$ cat config.mk
export PLATFORM = sky130hd
export DESIGN_NAME = shift_sequencer
export DESIGN_NICKNAME = d
export VERILOG_FILES = /design/src/rtl/shift_sequencer_pkg.sv /design/src/rtl/barrel_shifter.sv /design/src/rtl/shift_sequencer.sv
export SDC_FILE = /design/constraint.sdc
export NUM_CORES = 1
export LEC_CHECK = 0
export ABC_AREA = 1
export CAP_MARGIN = 10
export CORE_MARGIN = 3
export CORE_UTILIZATION = 51
export DETAILED_ROUTE_END_ITERATION = 8
export MAX_ROUTING_LAYER = met4
export PLACE_DENSITY = 0.79
export SYNTH_ARGS = -nofsm -noshare
export SYNTH_HDL_FRONTEND = slang
export SYNTH_SLANG_ARGS = --single-unit
$ cat constraint.sdc
create_clock -name clk -period 2.2 [get_ports clk]
set_clock_uncertainty 0.15 [all_clocks]
set_input_delay 0.44 -clock clk [delete_from_list [all_inputs] [get_ports clk]]
set_output_delay 0.44 -clock clk [all_outputs]
set_load 0.1 [all_outputs]
$ cat src/rtl/shift_sequencer_pkg.sv
// rtl/shift_sequencer_pkg.sv - shared constants, state encoding and pass-step helper
package shift_sequencer_pkg;

  localparam int DATA_W   = 8;
  localparam int AMT_W    = 5;
  localparam int STEP_MAX = 7;
  localparam int PASS_W   = 3;

  // 2'd3 is unused and is treated as idle by the decode
  localparam logic [1:0] ST_IDLE  = 2'd0;
  localparam logic [1:0] ST_SHIFT = 2'd1;
  localparam logic [1:0] ST_HOLD  = 2'd2;

  // Largest shift the 3-bit shifter can do this pass without overshooting
  function automatic logic [2:0] pass_step(input logic [AMT_W-1:0] rem);
    return (rem > AMT_W'(STEP_MAX)) ? 3'(STEP_MAX) : rem[2:0];
  endfunction

endpackage

$ cat src/rtl/barrel_shifter.sv
// rtl/barrel_shifter.sv - 8-bit logical barrel shifter, 0..7 positions, zero fill
module barrel_shifter #(
  parameter int W = 8
) (
  input  logic [W-1:0] din,
  input  logic [2:0]   shamt,
  input  logic         dir,
  output logic [W-1:0] dout
);

  // dir=1 shifts toward the MSB, dir=0 toward the LSB
  assign dout = dir ? (din << shamt) : (din >> shamt);

endmodule

$ cat src/rtl/shift_sequencer.sv
// rtl/shift_sequencer.sv - splits 0..31 shift commands into passes of at most 7
module shift_sequencer
  import shift_sequencer_pkg::*;
(
  input  logic              clk,
  input  logic              rst_n,
  input  logic              in_valid,
  output logic              in_ready,
  input  logic [DATA_W-1:0] in_data,
  input  logic [AMT_W-1:0]  in_amt,
  input  logic              in_dir,
  output logic              out_valid,
  input  logic              out_ready,
  output logic [DATA_W-1:0] out_data,
  output logic [PASS_W-1:0] out_passes,
  output logic              busy
);

  logic [1:0]        state_q, state_d;
  logic [DATA_W-1:0] data_q, data_d;
  logic [AMT_W-1:0]  rem_q, rem_d;
  logic              dir_q, dir_d;
  logic [PASS_W-1:0] passes_q, passes_d;

  logic [2:0]        step;
  logic [AMT_W-1:0]  rem_next;
  logic [DATA_W-1:0] bs_out;

  assign step     = pass_step(rem_q);
  assign rem_next = rem_q - {2'b00, step};

  barrel_shifter #(.W(DATA_W)) u_bs (
    .din   (data_q),
    .shamt (step),
    .dir   (dir_q),
    .dout  (bs_out)
  );

  // Next-state: latch command in idle, one shifter pass per cycle, hold until taken
  always_comb begin
    state_d  = state_q;
    data_d   = data_q;
    rem_d    = rem_q;
    dir_d    = dir_q;
    passes_d = passes_q;
    case (state_q)
      ST_SHIFT: begin
        data_d   = bs_out;
        rem_d    = rem_next;
        passes_d = passes_q + 3'd1;
        if (rem_next == '0) begin
          state_d = ST_HOLD;
        end
      end
      ST_HOLD: begin
        if (out_ready) begin
          state_d = ST_IDLE;
        end
      end
      default: begin
        state_d = ST_IDLE;
        if (in_valid) begin
          data_d   = in_data;
          dir_d    = in_dir;
          rem_d    = in_amt;
          passes_d = '0;
          state_d  = (in_amt == '0) ? ST_HOLD : ST_SHIFT;
        end
      end
    endcase
  end

  // State and datapath registers; reset drops any in-flight command
  always_ff @(posedge clk or negedge rst_n) begin
    if (!rst_n) begin
      state_q  <= ST_IDLE;
      data_q   <= '0;
      rem_q    <= '0;
      dir_q    <= 1'b0;
      passes_q <= '0;
    end else begin
      state_q  <= state_d;
      data_q   <= data_d;
      rem_q    <= rem_d;
      dir_q    <= dir_d;
      passes_q <= passes_d;
    end
  end

  assign busy       = (state_q == ST_SHIFT) || (state_q == ST_HOLD);
  assign in_ready   = !busy;
  assign out_valid  = (state_q == ST_HOLD);
  assign out_data   = data_q;
  assign out_passes = passes_q;

endmodule

After elaboration in Yosys (flattened, before gate mapping)
Cells that the tools add are included.
{"block": "totals", "output_inout_bits": 14, "input_bits": 18, "reg_bits": 19}
{"block": "classes", "magnitude_cmp": 1, "n_eq_ne": 4, "bitwise_logic": 2, "n_addsub": 2, "shifts": 2, "mux": 13, "reduce_logical": 9}
{"operator": "$mux W8", "n": 2}
{"operator": "$pmux W8 S2", "n": 1}
{"operator": "$logic_not A5 Y1", "n": 2}
{"operator": "$pmux W5 S2", "n": 1}
{"operator": "$mux W2", "n": 4}
{"operator": "$shl A8 B3 Y8", "n": 1}
{"operator": "$shr A8 B3 Y8", "n": 1}
{"operator": "$mux W3", "n": 2}
{"operator": "$pmux W3 S2", "n": 1}
{"operator": "$reduce_and A2 Y1", "n": 3}
{"operator": "$gt A5 B3 Y1 const B", "n": 1}
{"operator": "$mux W5", "n": 1}
{"operator": "$sub A5 B3 Y5", "n": 1}
{"operator": "$pmux W2 S2", "n": 1}
{"operator": "$add A3 B1 Y3 const B", "n": 1}
{"operator": "$eq A2 B1 Y1 const B", "n": 1}
{"operator": "$eq A2 B2 Y1 const B", "n": 1}
{"operator": "$ne A2 B1 Y1 const B", "n": 1}
{"operator": "$ne A2 B2 Y1 const B", "n": 1}
{"operator": "$not A1 Y1", "n": 2}
{"operator": "$reduce_bool A2 Y1", "n": 1}
{"operator": "$reduce_or A2 Y1", "n": 1}
{"operator": "$logic_not A1 Y1", "n": 1}
{"operator": "$logic_or A1 B1 Y1", "n": 1}

Depth between registers and ports, before layout
{"block": "logic_depth", "depth_word": 6, "mapped_depth": 12, "mapped_depth_nobuf": 12}

Modules after synthesis
From an unflattened synthesis, not the netlist that was laid out.
{"block": "hier_totals", "hier_cells": 224, "hier_area_um2": 1492.7}
{"module": "shift_sequencer", "cells_each": 136, "instances": 1, "area_each_um2": 1054.8}
{"module": "barrel_shifter", "cells_each": 88, "instances": 1, "area_each_um2": 437.9}

Worst setup path before layout
Ideal clock, no wire load.
{"block": "synth_timing", "kind": "reg-to-output", "start": "register state_q[0]", "end": "output port busy", "path_stages_with_launch": 4, "setup_slack_ps": -330, "required_time_ps": 1610, "arrival_time_ps": 1940, "path_cell_list": "dfrtp_1 -> inv_1 -> ha_1 -> inv_1"}
{"block": "synth_via", "elab_chain_cells": 2}
{"item": "start: declaration", "line": "shift_sequencer.sv:19", "rtl": "logic [1:0] state_q, state_d;"}
{"item": "start signal: assignment", "line": "shift_sequencer.sv:82", "rtl": "state_q <= state_d;"}
{"item": "$eq A2 B1 Y1 / $eq A2 B2 Y1 (equally long branches)", "line": "shift_sequencer.sv:90", "rtl": "assign busy = (state_q == ST_SHIFT) || (state_q == ST_HOLD);"}
{"item": "$logic_or A1 B1 Y1 *", "line": "shift_sequencer.sv:90"}
{"item": "end: declaration", "line": "shift_sequencer.sv:16", "rtl": "output logic busy"}
Every way passes the cells marked *; elsewhere a longest branch is shown, timed or not.

Worst setup path after layout
Ends and elaborated chain as after synthesis.

==> impl_metrics.env <==
export IMPL_finalCritPeriodShare_pct=89.7
export IMPL_cp_start_kind="flop"
export IMPL_cts_hold_buf=0
export IMPL_top_usage_layer="met1"
export IMPL_cap_violations=0
export IMPL_nets=307
export IMPL_hpwl_um=3340
export IMPL_num_rows=19
export IMPL_htreeDepth=1
export IMPL_cts_root_buf="clkbuf_4"
export IMPL_final_hold_violation_count=0
export IMPL_vias=1716
export IMPL_layout_drive_gt1_share_pct=15.1
export IMPL_grtUsageMet3_pct=3.35
export IMPL_synthDistinctLibCells=27
export IMPL_die_w_um=61.2
export IMPL_crit_required_ps=1610
export IMPL_crit_type="reg2out"
export IMPL_cp_cell_sequence="inv_1 > ha_4 > clkinvlp_4 > buf_12"
export IMPL_final_common_cell="nand2_1"
export IMPL_routedWlPerCell_um=13.6
export IMPL_run_status="completed"
export IMPL_synth_top_family_by_area="simple AND/OR/NAND/NOR gates"
export IMPL_ys_seq_elements=19
export IMPL_multi_input_area_sq_um=917
export IMPL_drt_pre_antenna_iters=5
export IMPL_synth_compound_area_share_pct=16.2
export IMPL_postCtsSetupBuffers=0
export IMPL_use_met2_pct=37.9
export IMPL_routed_wirelength_um=4270
export IMPL_hold_path_class="in2async"
export IMPL_synth_warnings=0
export IMPL_setup_tns_ps=0
export IMPL_syn_nets=271
export IMPL_muxShareOfSynthArea_pct=0
export IMPL_grt_pass1_vias=1524
export IMPL_die_h_um=61.2
export IMPL_clock_sinks=19
export IMPL_crit_start="state_q[0]$_DFFE_PN0P_"
export IMPL_slew_headroom_pct=78.0
export IMPL_remaining_drc_errors=0
export IMPL_grt_pass1_wl_um=7130
export IMPL_setup_violations=0
export IMPL_netlist_instances=249
export IMPL_synth_simple_area_share_pct=38.2
export IMPL_gr_total_overflow=0
export IMPL_reg2reg_from="state_q[1]$_DFFE_PN0P_"
export IMPL_synthAdderAreaFrac_pct=3.22
export IMPL_slowest_stage="dfrtp_1"
export IMPL_r2r_slack_ps=270
export IMPL_crit_path_max_incr_delay_ps=390
export IMPL_cp_arrival_ps=1380
export IMPL_clk_pin_slew_ps=140
export IMPL_cts_buffers=3
export IMPL_clk_latency_ps=320
export IMPL_end_kind="primary output"
export IMPL_grt_max_degree=20
export IMPL_grt_total_usage_pct=26.2
export IMPL_cts_resized=0
export IMPL_met1_usage_pct=38.8
export IMPL_core_area_sq_um=2830
export IMPL_avgSynthCellArea_sq_um=6.24
export IMPL_drt_iter0_drc=148
export IMPL_mostFrequentLayoutCells="84 x nand2_1, 31 x inv_1, 26 x nand3_1, 21 x nor2_1, 19 x dfrtp_1"
export IMPL_cp_max_fo=4
export IMPL_synth_xor_area_share_pct=0.564
export IMPL_ioPinCount=32
export IMPL_regArea_sq_um=475
export IMPL_slew_viol_final=0
export IMPL_rsz0062_at_grt="false"
export IMPL_antenna_found_initial=0
export IMPL_clockBufferDepth=2
export IMPL_tightest_slew_ps=329
export IMPL_fin_crit_ps=1970
export IMPL_postRouteAntennaNets=0
export IMPL_holdWs_ps=284
export IMPL_gp_congestion=0.961
export IMPL_seq_area_frac_synth_pct=30.6
export IMPL_area_growth_pct=26.1
export IMPL_port_buffers=31
export IMPL_initial_utilization_pct=54.9
export IMPL_fillers=243
export IMPL_die_area_sq_um=3750
export IMPL_max_freq_mhz=507
export IMPL_antenna_cells=0
export IMPL_cts_tree="done"
export IMPL_vias_per_cell=5.45
export IMPL_synth_area_sq_um=1550
## sequential cells by signal, summed over array words and instances, names as in the netlist
signal      count
out_data        8
dir_q           1
state_q         2
rem_q           5
out_passes      3
## worst max-delay path, delay by kind of cell (launching register included)
family / cells / cell delay [ps]
buffers and inverters: 3 / 360
adder cells (fa/ha/maj): 1 / 320
flip-flops: 1 / 390
## per-stage QoR
stage	util (%)	cell area [sq um]	setup WS [ps]	std cells
6_report	69.3	1960	226	315
5_1_grt	69.3	1960	122	315
4_1_cts	69.3	1960	222	315
3_5_place_dp	68.3	1930	270	311
3_3_place_gp	68.3	1930	316	311
2_1_floorplan	-	1570	223	249
## final timing paths
kind / depth (start not counted) / to
min in group clk: 2 / state_q[0]$_DFFE_PN0P_
hold reg to reg: 2 / state_q[0]$_DFFE_PN0P_
hold / removal: 2 / rem_q[3]$_DFFE_PN0P_
setup reg to reg: 9 / out_data[3]$_DFFE_PN0P_
setup / recovery: 4 / busy
max in group asynchronous: 2 / out_data[3]$_DFFE_PN0P_
## routing by layer
metal	vias up	wire, um
met2	74	1950
li1	866	-
met3	6	296
met5	-	0
met1	770	1980
met4	0	42
## logic make-up after synthesis
| kind of cell | Yosys count |
|---|---|
| flops | 19 |
| fa+ha+maj | 4 |
| xor+xnor | 1 |
| compound gates | 42 |
| buf+inv | 43 |
| simple gates | 140 |
## layout make-up
| class | count | share of cell area [%] |
|---|---|---|
| Tap cell | 31 | 1.98 |
| Clock inverter | 1 | 0.255 |
| Multi-Input combinational cell | 187 | 46.8 |
| Clock buffer | 3 | 1.15 |
| Inverter | 37 | 7.28 |
| Timing Repair Buffer | 37 | 18.3 |
| Sequential cell | 19 | 24.3 |
## Yosys cell counts
master	n	area share, %
nand2_1	84	20
inv_1	32	7.7
nand3_1	26	8.4
nor2_1	21	5.1
dfrtp_1	19	31
a21oi_1	13	4.2
o21ai_0	8	2.6
o21ai_1	6	1.9
o21ai_2	6	3.4
inv_2	5	1.2
buf_2	4	1.3
ha_1	4	3.2
o211ai_1	3	1.4
a31oi_1	2	0.81
nand2_2	2	0.81
nor2_4	2	1.4
o22ai_1	2	0.81
a21boi_1	1	0.48
a22o_1	1	0.56
buf_6	1	0.72
clkbuf_1	1	0.24
nand2_4	1	0.72
nand4_1	1	0.40
nor3_1	1	0.32
or2_1	1	0.40
or2_2	1	0.40
xor2_1	1	0.56
Power is not shown: default switching activity piles up to over one toggle a cycle in this logic, so the estimate is an artifact.
